File: config.mk
export PLATFORM = sky130hd
export DESIGN_NAME = axil_regfile_slave
export DESIGN_NICKNAME = d
export VERILOG_FILES = /design/src/rtl/axil_regfile_slave.sv
export SDC_FILE = /design/constraint.sdc
export NUM_CORES = 1
export LEC_CHECK = 0
export ABC_CLOCK_PERIOD_IN_PS = 1950
export BUFFER_PORTS_ARGS = -buffer_cell sky130_fd_sc_hd__buf_2
export CORE_ASPECT_RATIO = 0.9
export CORE_MARGIN = 4
export CORE_UTILIZATION = 45
export DETAILED_ROUTE_END_ITERATION = 16
export HOLD_SLACK_MARGIN = 0.06
export SLEW_MARGIN = 20
export SYNTH_ARGS = -nofsm -noshare
export SYNTH_HDL_FRONTEND = slang
export SYNTH_SLANG_ARGS = --single-unit
File: constraint.sdc
create_clock -name clk -period 1.95 [get_ports clk]
set_clock_uncertainty 0.1 [all_clocks]
set_input_delay 0.39 -clock clk [delete_from_list [all_inputs] [get_ports clk]]
set_output_delay 0.39 -clock clk [all_outputs]
set_load 0.05 [all_outputs]
File: src/rtl/axil_regfile_slave.sv
// axil_regfile_slave: AXI-lite register file slave with independent AW/W capture, SLVERR for addr>=NUM_REGS, and registered display read port (disp_addr->disp_data); ports clk, rst, aw_*, w_*, b_*, ar_*, r_*, disp_*; AXIL_WSTRB_EN adds w_strb nibble-lane write strobes
module axil_regfile_slave #(
  parameter int ADDR_W   = 3,
  parameter int DATA_W   = 4,
  parameter int NUM_REGS = 8
) (
  input  logic              clk,
  input  logic              rst,
  input  logic              aw_valid,
  output logic              aw_ready,
  input  logic [ADDR_W-1:0] aw_addr,
  input  logic              w_valid,
  output logic              w_ready,
  input  logic [DATA_W-1:0] w_data,
`ifdef AXIL_WSTRB_EN
  input  logic [DATA_W/4-1:0] w_strb,
`endif
  output logic              b_valid,
  input  logic              b_ready,
  output logic [1:0]        b_resp,
  input  logic              ar_valid,
  output logic              ar_ready,
  input  logic [ADDR_W-1:0] ar_addr,
  output logic              r_valid,
  input  logic              r_ready,
  output logic [DATA_W-1:0] r_data,
  output logic [1:0]        r_resp,
  input  logic [ADDR_W-1:0] disp_addr,
  output logic [DATA_W-1:0] disp_data
);
  localparam int DEPTH = 2 ** ADDR_W;
  typedef enum logic {WR_IDLE, WR_RESP} wr_e;
  typedef enum logic {RD_IDLE, RD_DATA} rd_e;
  wr_e wr_q;
  rd_e rd_q;
  logic [DATA_W-1:0] mem_q [DEPTH];
  logic              aw_held_q, w_held_q;
  logic [ADDR_W-1:0] awaddr_q;
  logic [DATA_W-1:0] wdata_q;
`ifdef AXIL_WSTRB_EN
  localparam int LANES = DATA_W / 4;
  logic [LANES-1:0]  wstrb_q;
`endif
  logic              aw_hs, w_hs, commit, wmap, rmap, dmap;
  logic [ADDR_W-1:0] wa;
  logic [DATA_W-1:0] wd, wmask;
  always_comb begin
    aw_hs  = aw_valid & aw_ready;
    w_hs   = w_valid & w_ready;
    wa     = aw_held_q ? awaddr_q : aw_addr;
    wd     = w_held_q ? wdata_q : w_data;
    commit = (wr_q == WR_IDLE) & (aw_held_q | aw_hs) & (w_held_q | w_hs);
    wmap   = 32'(wa) < NUM_REGS;
    rmap   = 32'(ar_addr) < NUM_REGS;
    dmap   = 32'(disp_addr) < NUM_REGS;
    wmask  = '1;
`ifdef AXIL_WSTRB_EN
    for (int i = 0; i < LANES; i++) wmask[i*4+:4] = {4{w_held_q ? wstrb_q[i] : w_strb[i]}};
`endif
  end
  always_ff @(posedge clk) begin
    if (rst) begin
      wr_q      <= WR_IDLE;
      aw_ready  <= 1'b1;
      w_ready   <= 1'b1;
      b_valid   <= 1'b0;
      b_resp    <= 2'b00;
      aw_held_q <= 1'b0;
      w_held_q  <= 1'b0;
      awaddr_q  <= '0;
      wdata_q   <= '0;
`ifdef AXIL_WSTRB_EN
      wstrb_q   <= '0;
`endif
      for (int i = 0; i < DEPTH; i++) mem_q[i] <= '0;
    end else if (wr_q == WR_RESP) begin
      if (b_ready) begin
        wr_q     <= WR_IDLE;
        b_valid  <= 1'b0;
        aw_ready <= 1'b1;
        w_ready  <= 1'b1;
      end
    end else if (commit) begin
      if (wmap) mem_q[wa] <= (mem_q[wa] & ~wmask) | (wd & wmask);
      b_resp    <= wmap ? 2'b00 : 2'b10;
      b_valid   <= 1'b1;
      wr_q      <= WR_RESP;
      aw_ready  <= 1'b0;
      w_ready   <= 1'b0;
      aw_held_q <= 1'b0;
      w_held_q  <= 1'b0;
    end else begin
      if (aw_hs) begin
        aw_held_q <= 1'b1;
        aw_ready  <= 1'b0;
        awaddr_q  <= aw_addr;
      end
      if (w_hs) begin
        w_held_q <= 1'b1;
        w_ready  <= 1'b0;
        wdata_q  <= w_data;
`ifdef AXIL_WSTRB_EN
        wstrb_q  <= w_strb;
`endif
      end
    end
  end
  always_ff @(posedge clk) begin
    if (rst) begin
      rd_q     <= RD_IDLE;
      ar_ready <= 1'b1;
      r_valid  <= 1'b0;
      r_data   <= '0;
      r_resp   <= 2'b00;
    end else if (rd_q == RD_IDLE) begin
      if (ar_valid) begin
        r_data   <= rmap ? mem_q[ar_addr] : '0;
        r_resp   <= rmap ? 2'b00 : 2'b10;
        r_valid  <= 1'b1;
        ar_ready <= 1'b0;
        rd_q     <= RD_DATA;
      end
    end else if (r_ready) begin
      r_valid  <= 1'b0;
      ar_ready <= 1'b1;
      rd_q     <= RD_IDLE;
    end
  end
  always_ff @(posedge clk) disp_data <= rst ? '0 : dmap ? mem_q[disp_addr] : '0;
endmodule

==> implementation parameters, run 1 <==
Parameter                              Value

Hold path
  Min-Delay Path Class ... primary input to register
  Hold_sp ... ar_valid

Drt
  Violation count after the first detailed-route iteration ... 156
  Residual antenna-violating net count after detailed routing ... 0
  Via count of the routed design ... 2,075
  Detailed-route DRC error count ... 0
  Total wirelength of the detailed-routed design ... 6.147 mm
  Average vias per placed instance ... around 5.5
  Length of the first detailed-routing pass in iterations ... 4
  Average detailed-routed wire length per instance ... around 16 um

Status
  Status ... completed

GRT
  Overflow after GRT ... 0
  Wire length of the first global-routing pass ... 10.16 mm
  Largest net degree at the start of global routing ... 24
  Total routing resource utilization after global routing ... 0.1663
  Number of global-route vias before repair ... slightly below 2,000
  Initial antenna violation count ... 0

Synth
  Number of warnings reported in the yosys synthesis log ... 0
  Largest area contributor in the synthesized netlist ... edfxtp_1
  Gate count after technology mapping ... 251
  Syn Std Cell Area ... around 0.0029 sq mm
  Library cells used by synthesis ... 29
  Area share of the largest cell type after synthesis ... 0.3370
  Register area share after synthesis ... 0.5055
  Synth Area per Inst ... around 11 sq um
  #FFs+latches synth ... 56
  Area contributors post-synth ... edfxtp_1, dfxtp_1, mux4_2, and3_1, mux2i_1

Worst setup path
  Launch point of the worst reg-to-reg path ... w_ready$_SDFFE_PP1P_
  Required time of the critical path ... about 1.9 ns
  Crit path max fanout ... 10
  Endpoint type of the worst setup path ... register
  CP Launch Point ... w_ready$_SDFFE_PP1P_
  Data arrival at the endpoint of the critical path ... approximately 1.7 ns
  Worst setup SP type ... register
  Crit path kind ... register to register

CTS
  Clock Tree Buf Depth ... 2
  CTS root buffer ... clkbuf_8
  Total of hold buffers inserted after clock tree synthesis ... 0
  Cts repair resizes ... 0
  Clock insertion delay at the later pin of the skew report ... ~0.29 ns
  Num CTS Buffers ... 5
  Number of sinks on the clock net ... 56
  Post-CTS Setup Bufs ... 0
  Number of H-tree levels ... 2
  TritonCTS clock tree ... done
  Clock-pin slew of the registers on the worst-case setup and hold paths ... approximately 0.090 ns

Floorplan
  Std-Cell Core Area ... a little over 0.006 sq mm
  Die area ... roughly 0.0077 sq mm
  Vertical die dimension ... 83.52 um
  Initial Utilization ... 0.4638
  Number of placement rows ... 27
  Die extent in x ... 91.91 um
  Count of pins on the block boundary ... 37

Timing
  Number of pins with negative max-slew slack in the final report ... 0
  Final-report setup violation count ... 0
  TNS Setup ... 0 ns
  Final period util ... 0.9418
  Post-route minimum period ... about 1.8 ns
  Tightest slew margin relative to the limit ... 0.5193
  Total count of hold-check failures in the final report ... 0
  Fmax ... approximately 540 MHz
  Tightest Pin Transition ... 0.7185 ns
  Setup repair after global routing missed its margin ... false

Layout
  Post-route cell area ... 0.003242 sq mm
  Area of all sequential standard cells ... about 0.0014 sq mm
  Area of the multi-input gates ... ~0.0013 sq mm
  Number of filler cells placed in the layout ... around 570
  Final instance count without filler cells ... 374
  Number of nets in the final layout ... between 300 and 400
  Synth-to-Final Area Change ... 13.69%
  Share of final-layout standard cells stronger than drive strength 1 ... 0.2613
  Finished Core Util ... 0.5273
  Number of diodes ... 0

Placement
  Half-perimeter wire length of the detailed placement result ... around 4.7 mm
  Post-placement cell count ... around 370
  Buffers added on ports ... 32
  Total cell area at the placement stage ... approximately 0.0032 sq mm
  GP Congestion ... ~0.78

Power
  Pwr dens ... just under 800 mW/mm^2
  Worst supply voltage drop on vdd ... roughly 0.34 mV
  Static leakage power ... around 1.4 nW

Flow run
  Max-capacitance violation count ... 0
==> report_power, final <==
group / internal [mW] / switching, mW
sequential: 1.31 / 0.0533
clock: 0.291 / 0.341
combinational: 0.192 / 0.321
==> critical path: stages, from the launching register on <==
cell,delay (ns)
dfxtp_2,0.43
a21oi_1,0.12
nor2_1,0.57
a31o_2,0.33
==> layout by cell type, fill, tap and decap left out <==
cell / n
nand2_1: 10
edfxtp_1: 32
and3b_1: 2
buf_4: 14
o21bai_1: 1
nand4b_1: 5
nor2_1: 14
and3_1: 32
dfxtp_2: 1
clkbuf_8: 6
o21ai_0: 9
a31o_2: 8
nand4bb_1: 1
inv_1: 1
mux2i_1: 20
o21ai_1: 3
conb_1: 4
nand3b_1: 4
dfxtp_1: 23
a21oi_1: 23
clkbuf_1: 2
nand3_1: 9
mux4_2: 12
a211oi_1: 4
buf_12: 2
nor2b_1: 1
nor3_1: 2
nand2b_1: 5
a21o_1: 5
buf_2: 32
==> layout make-up <==
| cell class | count | area share |
|---|---|---|
| inverter | 1 | 0.001158 |
| timing repair buffer | 48 | 0.09417 |
| multi-input combinational | 174 | 0.3983 |
| tap | 87 | 0.03358 |
| sequential | 56 | 0.4450 |
| clock buffer | 8 | 0.02779 |
==> sequential cells by signal, summed over array words and instances (netlist names) <==
name       cells
w_held_q       1
aw_ready       1
mem_q         32
b_valid        1
r_data         4
r_valid        1
disp_data      4
ar_ready       1
wdata_q        4
w_ready        1
awaddr_q       3
rd_q           1
aw_held_q      1
wr_q           1
==> worst paths after layout <==
path                          endpoint  slack (ns)  cells after the start
max          mem_q[4][2]$_SDFFCE_PN0P_        0.11                      3
min                    rd_q$_SDFF_PP0_        0.24                      3
max reg2reg  mem_q[4][2]$_SDFFCE_PN0P_        0.11                      3
min reg2reg       b_valid$_SDFFE_PP0P_        0.36                      2
==> synth_stat cells <==
master	count
o21ai_0	9
nand2_1	10
buf_4	4
a31o_2	8
and3b_1	2
and3_1	32
a21o_1	5
buf_12	1
nand3b_1	4
buf_6	1
nand2b_1	5
nor2_1	14
edfxtp_1	32
nand3_1	9
inv_1	1
nand4b_1	5
a21oi_1	23
mux2i_1	20
nor2b_1	1
conb_1	1
o21ai_1	3
nor3_1	2
buf_2	1
a211oi_1	4
dfxtp_1	24
o21bai_1	1
mux4_2	12
clkbuf_1	16
nand4bb_1	1
==> per-stage QoR <==
step	setup WS, ns	hold slack [ns]	power [mW]
final	0.1135	0.2414	2.512
after global routing	0.00004730	0.2327	2.641
after CTS	0.1262	0.2371	2.536
after detailed placement	0.09758	0.3566	1.909
after global placement	0.09404	0.3435	1.906
after floorplan	0.02935	0.3539	1.750
==> kinds of logic after synthesis <==
logic type | count (synthesis) | synth area share
compound gates | 53 | 0.1123
mux | 32 | 0.1650
other cells | 1 | 0.001315
buf+inv | 24 | 0.04563
flops | 56 | 0.5055
simple gates | 85 | 0.1703
==> per-layer routing <==
metal | global-route usage | routed length, um | up-vias | part of all wire
met5 | 0 | 0 | - | 0
met4 | 0.03239 | 57 | 0 | 0.0093
met3 | 0.03427 | 402 | 6 | 0.065
met2 | 0.2653 | 2883 | 65 | 0.47
met1 | 0.2366 | 2803 | 988 | 0.46
li1 | - | - | 1016 | -
(Power assumes the default switching activity.)
==> run 2: changes to the inputs <==
--- a/config.mk
+++ b/config.mk
@@ -5,11 +5,12 @@
 export SDC_FILE = /design/constraint.sdc
 export NUM_CORES = 1
 export LEC_CHECK = 0
-export ABC_CLOCK_PERIOD_IN_PS = 1950
+export ABC_CLOCK_PERIOD_IN_PS = 2250
 export BUFFER_PORTS_ARGS = -buffer_cell sky130_fd_sc_hd__buf_2
 export CORE_ASPECT_RATIO = 0.9
 export CORE_MARGIN = 4
 export CORE_UTILIZATION = 45
+export CTS_CLUSTER_SIZE = 24
 export DETAILED_ROUTE_END_ITERATION = 16
 export HOLD_SLACK_MARGIN = 0.06
 export SLEW_MARGIN = 20
==> constraint.sdc (replaced) <==
create_clock -name clk -period 2.25 [get_ports clk]
set_clock_uncertainty 0.1 [all_clocks]
set_input_delay 0.45 -clock clk [delete_from_list [all_inputs] [get_ports clk]]
set_output_delay 0.45 -clock clk [all_outputs]
set_load 0.05 [all_outputs]
==> run 2 against run 1 <==
Compared with the run above:
- register-to-register slack gained 0.17 ns
- flip-flop and latch count unchanged
- first-iteration DRC count shrank 13%
- worst setup slack better by 0.17 ns
- largest cell class unchanged
==> implementation parameters, run 2 (same netlist as run 1, synthesis figures left out) <==
Parameter                              Value

Timing
  Tightest Pin Transition ... 0.7096 ns (-0.008867 ns)
  TNS Setup ... 0 ns (unchanged)
  Final period util ... 0.8735 (-0.06828)
  Total count of hold-check failures in the final report ... 0 (unchanged)
  Fmax ... 508.8 MHz (-6.6%)
  Number of pins with negative max-slew slack in the final report ... 0 (unchanged)
  Tightest slew margin relative to the limit ... 0.5252 (+0.005933)
  Final-report setup violation count ... 0 (unchanged)
  Post-route minimum period ... 1.965 ns (+0.1289 ns)
  Setup repair after global routing missed its margin ... false

Floorplan
  Die extent in x ... 91.91 um (unchanged)
  Std-Cell Core Area ... 0.006148 sq mm (unchanged)
  Die area ... 0.007676 sq mm (unchanged)
  Count of pins on the block boundary ... 37 (unchanged)
  Initial Utilization ... 0.4638 (unchanged)
  Number of placement rows ... 27 (unchanged)
  Vertical die dimension ... 83.52 um (unchanged)

Power
  Overall power of the completed layout ... 2.141 mW (-15%)
  Clock share of power ... 0.246 (-0.005)
  Psw ... 628.2 uW (-12%)
  Cell-internal power ... 1.512 mW (-16%)
  Proportion of total power due to net switching ... 0.2935 (+0.009027)
  Worst supply voltage drop on vdd ... 0.2628 mV (-24%)
  Pwr dens ... 673.8 mW/mm^2 (-13%)
  Fraction of power consumed by sequential logic ... 0.554 (+0.009)
  Static leakage power ... 1.360 nW (-2.1%)
  Logic gate share of total power ... 0.199 (-0.005)

CTS
  Clock Tree Buf Depth ... 2 (unchanged)
  Total of hold buffers inserted after clock tree synthesis ... 0 (unchanged)
  CTS root buffer ... clkbuf_8
  Cts repair resizes ... 0 (unchanged)
  Post-CTS Setup Bufs ... 0 (unchanged)
  TritonCTS clock tree ... done
  Number of sinks on the clock net ... 56 (unchanged)
  Clock insertion delay at the later pin of the skew report ... 0.30 ns (about the same)
  Number of H-tree levels ... 2 (unchanged)
  Num CTS Buffers ... 5 (unchanged)
  Clock-pin slew of the registers on the worst-case setup and hold paths ... 0.09 ns (about the same)

Worst setup path
  Critical path cell sequence ... a21oi_1 -> nor2_1 -> a31o_2
  Worst reg2reg setup slack ... 0.28 ns (+0.17 ns)
  Depth of the worst register-to-register path ... 3 (unchanged)
  R2r endpoint ... mem_q[6][2]$_SDFFCE_PN0P_
  Maximum cell stage delay along the critical path ... 0.57 ns (about the same)
  Endpoint type of the worst setup path ... register
  Cell with the largest stage delay on the worst path ... nor2_1
  Data arrival at the endpoint of the critical path ... 1.88 ns (+0.14 ns)
  Launch point of the worst reg-to-reg path ... w_held_q$_SDFFE_PP0P_
  Crit path max fanout ... 11 (+1)
  Required time of the critical path ... 2.16 ns (+0.31 ns)
  Worst setup SP type ... register
  Crit path kind ... register to register

Layout
  Flip-flop count of the largest register, all copies and words added ... 32 (unchanged)
  Highest-count cells in the layout ignoring fill and taps ... and3_1, buf_2, edfxtp_1, dfxtp_1, a21oi_1
  Number of diodes ... 0 (unchanged)
  Number of nets in the final layout ... 302 (-1.3%)
  Register with the most flip-flops ... mem_q
  Synth-to-Final Area Change ... 11.41%
  Share of final-layout standard cells stronger than drive strength 1 ... 0.2473 (-0.01397)

Flow run
  Max-capacitance violation count ... 0 (unchanged)

Hold path
  Depth of the worst hold-timing path ... 3 (unchanged)
  Hold_sp ... ar_valid
  Min-Delay Path Class ... primary input to register
  Hold Path End ... rd_q$_SDFF_PP0_

GRT
  Total routing resource utilization after global routing ... 0.1660 (-0.0002555)
  Largest net degree at the start of global routing ... 33 (+38%)
  Overflow after GRT ... 0 (unchanged)
  Wire length of the first global-routing pass ... 9.984 mm (-1.7%)
  Number of global-route vias before repair ... 1,920 (-1.5%)
  Initial antenna violation count ... 0 (unchanged)

Placement
  Half-perimeter wire length of the detailed placement result ... 4.585 mm (-2.3%)
  Buffers added on ports ... 32 (unchanged)
  GP Congestion ... 0.8053 (+3.3%)

Drt
  Average vias per placed instance ... 5.543 (about the same)
  Residual antenna-violating net count after detailed routing ... 0 (unchanged)
  Via count of the routed design ... 2,051 (-1.2%)
  Average detailed-routed wire length per instance ... 16.77 um (+2.0%)
  Violation count after the first detailed-route iteration ... 135 (-13%)
  Length of the first detailed-routing pass in iterations ... 4 (unchanged)
  Detailed-route DRC error count ... 0 (unchanged)
  Total wirelength of the detailed-routed design ... 6.205 mm (+0.94%)

Status
  Status ... completed
## run 2: layout make-up
cell class                 instances  area, sq um
multi-input combinational        174         1291
inverter                           1        3.754
clock buffer                       7        76.32
sequential                        56         1441
tap                               87        108.9
fill                             562         2972
clock inverter                     1        5.005
timing repair buffer              44        250.2
## run 2: how the worst max path moves through the flow
stage	from	endpoint	slack [ns]	depth (start not counted)
after CTS	w_held_q$_SDFFE_PP0P_	mem_q[5][1]$_SDFFCE_PN0P_	0.28	3
after detailed placement	w_valid	mem_q[5][3]$_SDFFCE_PN0P_	0.19	4
after global routing	w_held_q$_SDFFE_PP0P_	mem_q[7][3]$_SDFFCE_PN0P_	0.12	3
final	w_held_q$_SDFFE_PP0P_	mem_q[6][2]$_SDFFCE_PN0P_	0.28	3
after global placement	w_valid	mem_q[7][1]$_SDFFCE_PN0P_	0.22	4
after floorplan	w_ready$_SDFFE_PP1P_	mem_q[0][0]$_SDFFCE_PN0P_	0.20	4
## run 2: stage by stage
step	hold WS, ns	utilization	setup slack (ns)	instances	instance area (sq um)
2_1_floorplan	0.3539	-	0.2015	254	2863
3_3_place_gp	0.3453	0.5035	0.2183	362	3095
3_5_place_dp	0.3526	0.5035	0.1887	362	3095
4_1_cts	0.2898	0.5167	0.2846	370	3177
5_1_grt	0.2881	0.5167	0.1221	370	3177
6_report	0.2971	0.5167	0.2846	370	3177
## run 2: per-layer routing
metal,GRT usage,share of wire
met1,0.2369,0.46
met2,0.2487,0.44
met3,0.04148,0.078
met4,0.05263,0.021
met5,0,0
## run 2: critical path: cells and delay by family (launching register included)
| family | cells | cell delay, ns |
|---|---|---|
| compound gates | 2 | 0.48 |
| flops | 1 | 0.52 |
| simple gates | 1 | 0.57 |
## run 2: power groups by stage
stage | Clock, mW | Combinational (mW) | Sequential [mW]
floorplan | 0 | 0.254 | 1.26
global placement | 0 | 0.424 | 1.21
detailed placement | 0 | 0.428 | 1.21
CTS | 0.544 | 0.428 | 1.19
global route | 0.584 | 0.466 | 1.20
finish | 0.527 | 0.427 | 1.19
==> run 3: changes to the inputs <==
--- a/config.mk
+++ b/config.mk
@@ -9,10 +9,11 @@
 export BUFFER_PORTS_ARGS = -buffer_cell sky130_fd_sc_hd__buf_2
 export CORE_ASPECT_RATIO = 0.9
 export CORE_MARGIN = 4
-export CORE_UTILIZATION = 45
+export CORE_UTILIZATION = 60
 export CTS_CLUSTER_SIZE = 24
 export DETAILED_ROUTE_END_ITERATION = 16
 export HOLD_SLACK_MARGIN = 0.06
+export PLACE_DENSITY = 0.82
 export SLEW_MARGIN = 20
 export SYNTH_ARGS = -nofsm -noshare
 export SYNTH_HDL_FRONTEND = slang
==> run 3 against run 2 <==
Compared with the run above:
- die area is 23% lower
- flip-flop and latch count did not move
- sequential share of layout area grew 0.18 points
- core utilization is 18 points higher
- register-to-register slack better by 0.23 ns
- combinational power down 3%
- sequential power hardly changed
- first-iteration DRC count increased by 56%
- clock power up 23%
- clock-buffer cell count decreased by 1
- critical path depth grew 1
- non-clock buffer count fell by 1
==> implementation parameters, run 3 (same netlist as run 1, synthesis figures left out) <==
Parameter                              Value

Timing
  Tightest Pin Transition ... 0.6464 ns (-0.06323 ns)
  Tightest slew margin relative to the limit ... 0.5682 (+0.04301)
  Fmax ... 577.8 MHz (+14%)
  TNS Setup ... 0 ns (unchanged)
  Final period util ... 0.7691 (-0.1043)
  Final-report setup violation count ... 0 (unchanged)
  Setup repair after global routing missed its margin ... false
  Total count of hold-check failures in the final report ... 0 (unchanged)
  Post-route minimum period ... 1.731 ns (-0.2348 ns)
  Number of pins with negative max-slew slack in the final report ... 0 (unchanged)

Layout
  Highest-count cells in the layout ignoring fill and taps ... and3_1, buf_2, edfxtp_1, dfxtp_1, a21oi_1
  Flip-flop count of the largest register, all copies and words added ... 32 (unchanged)
  Share of final-layout standard cells stronger than drive strength 1 ... 0.2482 (+0.0008771)
  Register with the most flip-flops ... mem_q
  Post-route cell area ... 0.003164 sq mm (-0.39%)
  Number of diodes ... 0 (unchanged)
  Synth-to-Final Area Change ... 10.97%
  Number of nets in the final layout ... 301 (-0.33%)

Floorplan
  Initial Utilization ... 0.6311 (+0.1674)
  Die area ... 0.005921 sq mm (-23%)
  Die extent in x ... 80.67 um (-12%)
  Vertical die dimension ... 73.40 um (-12%)
  Number of placement rows ... 23 (-15%)
  Std-Cell Core Area ... 0.004518 sq mm (-27%)
  Count of pins on the block boundary ... 37 (unchanged)

Status
  Status ... completed

Drt
  Residual antenna-violating net count after detailed routing ... 0 (unchanged)
  Average vias per placed instance ... 6.151 (+11%)
  Average detailed-routed wire length per instance ... 16.88 um (+0.68%)
  Length of the first detailed-routing pass in iterations ... 5 (+1)
  Via count of the routed design ... 2,116 (+3.2%)
  Detailed-route DRC error count ... 0 (unchanged)
  Violation count after the first detailed-route iteration ... 211 (+56%)
  Total wirelength of the detailed-routed design ... 5.808 mm (-6.4%)

Power
  Static leakage power ... 1.369 nW (+0.61%)
  Psw ... 636.4 uW (+1.3%)
  Worst supply voltage drop on vdd ... 0.4690 mV (+78%)
  Fraction of power consumed by sequential logic ... 0.529 (-0.025)
  Clock share of power ... 0.287 (+0.041)
  Overall power of the completed layout ... 2.259 mW (+5.5%)
  Proportion of total power due to net switching ... 0.2817 (-0.01179)
  Pwr dens ... 714.0 mW/mm^2 (+6.0%)
  Logic gate share of total power ... 0.184 (-0.015)
  Cell-internal power ... 1.623 mW (+7.3%)

CTS
  Number of sinks on the clock net ... 56 (unchanged)
  Cts repair resizes ... 0 (unchanged)
  CTS root buffer ... clkbuf_8
  Clock-pin slew of the registers on the worst-case setup and hold paths ... 0.09 ns (about the same)
  Clock Tree Buf Depth ... 2 (unchanged)
  Total of hold buffers inserted after clock tree synthesis ... 0 (unchanged)
  Clock insertion delay at the later pin of the skew report ... 0.32 ns (+0.02 ns)
  TritonCTS clock tree ... done
  Number of H-tree levels ... 2 (unchanged)
  Num CTS Buffers ... 5 (unchanged)
  Post-CTS Setup Bufs ... 0 (unchanged)

Worst setup path
  Crit path max fanout ... 20 (+9)
  Data arrival at the endpoint of the critical path ... 1.66 ns (-0.22 ns)
  Endpoint type of the worst setup path ... register
  Maximum cell stage delay along the critical path ... 0.45 ns (-0.12 ns)
  Cell with the largest stage delay on the worst path ... dfxtp_1
  Crit path kind ... register to register
  Required time of the critical path ... 2.18 ns (+0.02 ns)
  Critical path cell sequence ... nand4bb_1 -> a21oi_1 -> buf_4 -> a31o_2
  Worst setup SP type ... register

Placement
  Half-perimeter wire length of the detailed placement result ... 4.295 mm (-6.3%)
  GP Congestion ... 0.8205 (+1.9%)
  Buffers added on ports ... 32 (unchanged)
  Total cell area at the placement stage ... 0.003057 sq mm (-1.3%)

GRT
  Total routing resource utilization after global routing ... 0.2102 (+0.04422)
  Number of global-route vias before repair ... 1,868 (-2.7%)
  Initial antenna violation count ... 0 (unchanged)
  Wire length of the first global-routing pass ... 9.487 mm (-5.0%)
  Largest net degree at the start of global routing ... 33 (unchanged)
  Overflow after GRT ... 0 (unchanged)

Flow run
  Max-capacitance violation count ... 0 (unchanged)

Hold path
  Min-Delay Path Class ... primary input to register
==> run 3: cell types whose count changed in the layout (fill, tap and decap cells not counted), sizes merged <==
cell	before	now
clkbuf	7	6
bufinv	0	1
buf	44	43
==> run 3: through the flow <==
step | utilization | cells | hold slack (ns) | setup slack (ns)
after global routing | 0.7004 | 344 | 0.2956 | 0.3450
after CTS | 0.7004 | 344 | 0.2871 | 0.5294
after detailed placement | 0.6765 | 336 | 0.3703 | 0.3690
after floorplan | - | 254 | 0.3539 | 0.2015
final | 0.7004 | 344 | 0.2974 | 0.5194
after global placement | 0.6765 | 336 | 0.3382 | 0.4437
==> run 3: path summary, 6_finish.rpt <==
kind | from | end | slack [ns] | cells past startpoint
worst max-delay path | aw_held_q$_SDFFE_PP0P_ | mem_q[0][3]$_SDFFCE_PN0P_ | 0.52 | 4
worst min-delay path | ar_valid | rd_q$_SDFF_PP0_ | 0.30 | 3
worst max register to register | aw_held_q$_SDFFE_PP0P_ | mem_q[0][3]$_SDFFCE_PN0P_ | 0.52 | 4
worst min register to register | b_valid$_SDFFE_PP0P_ | b_valid$_SDFFE_PP0P_ | 0.39 | 2
==> run 3: critical path, delay by kind of cell, from the launching register on <==
| kind | cells | cell delay (ns) |
|---|---|---|
| flops | 1 | 0.45 |
| compound gates | 2 | 0.42 |
| simple gates | 1 | 0.25 |
| buf+inv | 1 | 0.23 |
==> run 3: area by class of cell <==
class / count / area [sq um]
clock buffer: 6 / 72.57
inverter: 1 / 3.754
fill: 354 / 1354
tap: 62 / 77.57
multi-input combinational: 174 / 1291
sequential: 56 / 1441
timing repair buffer: 43 / 242.7
clock inverter: 2 / 35.03
==> run 3: power by group through the flow <==
| stage | registers [mW] | logic (mW) | clock network [mW] |
|---|---|---|---|
| 2_1_floorplan | 1.26 | 0.254 | 0 |
| 3_3_place_gp | 1.22 | 0.406 | 0 |
| 3_5_place_dp | 1.22 | 0.413 | 0 |
| 4_1_cts | 1.19 | 0.414 | 0.660 |
| 5_1_grt | 1.20 | 0.451 | 0.705 |
| 6_report | 1.20 | 0.416 | 0.648 |
==> run 3: layer usage <==
layer	global-route usage	part of all wire	vias up
li1	-	-	1006
met1	0.2978	0.45	990
met2	0.3189	0.45	108
met3	0.04289	0.079	12
met4	0.08443	0.020	0
met5	0	0	-
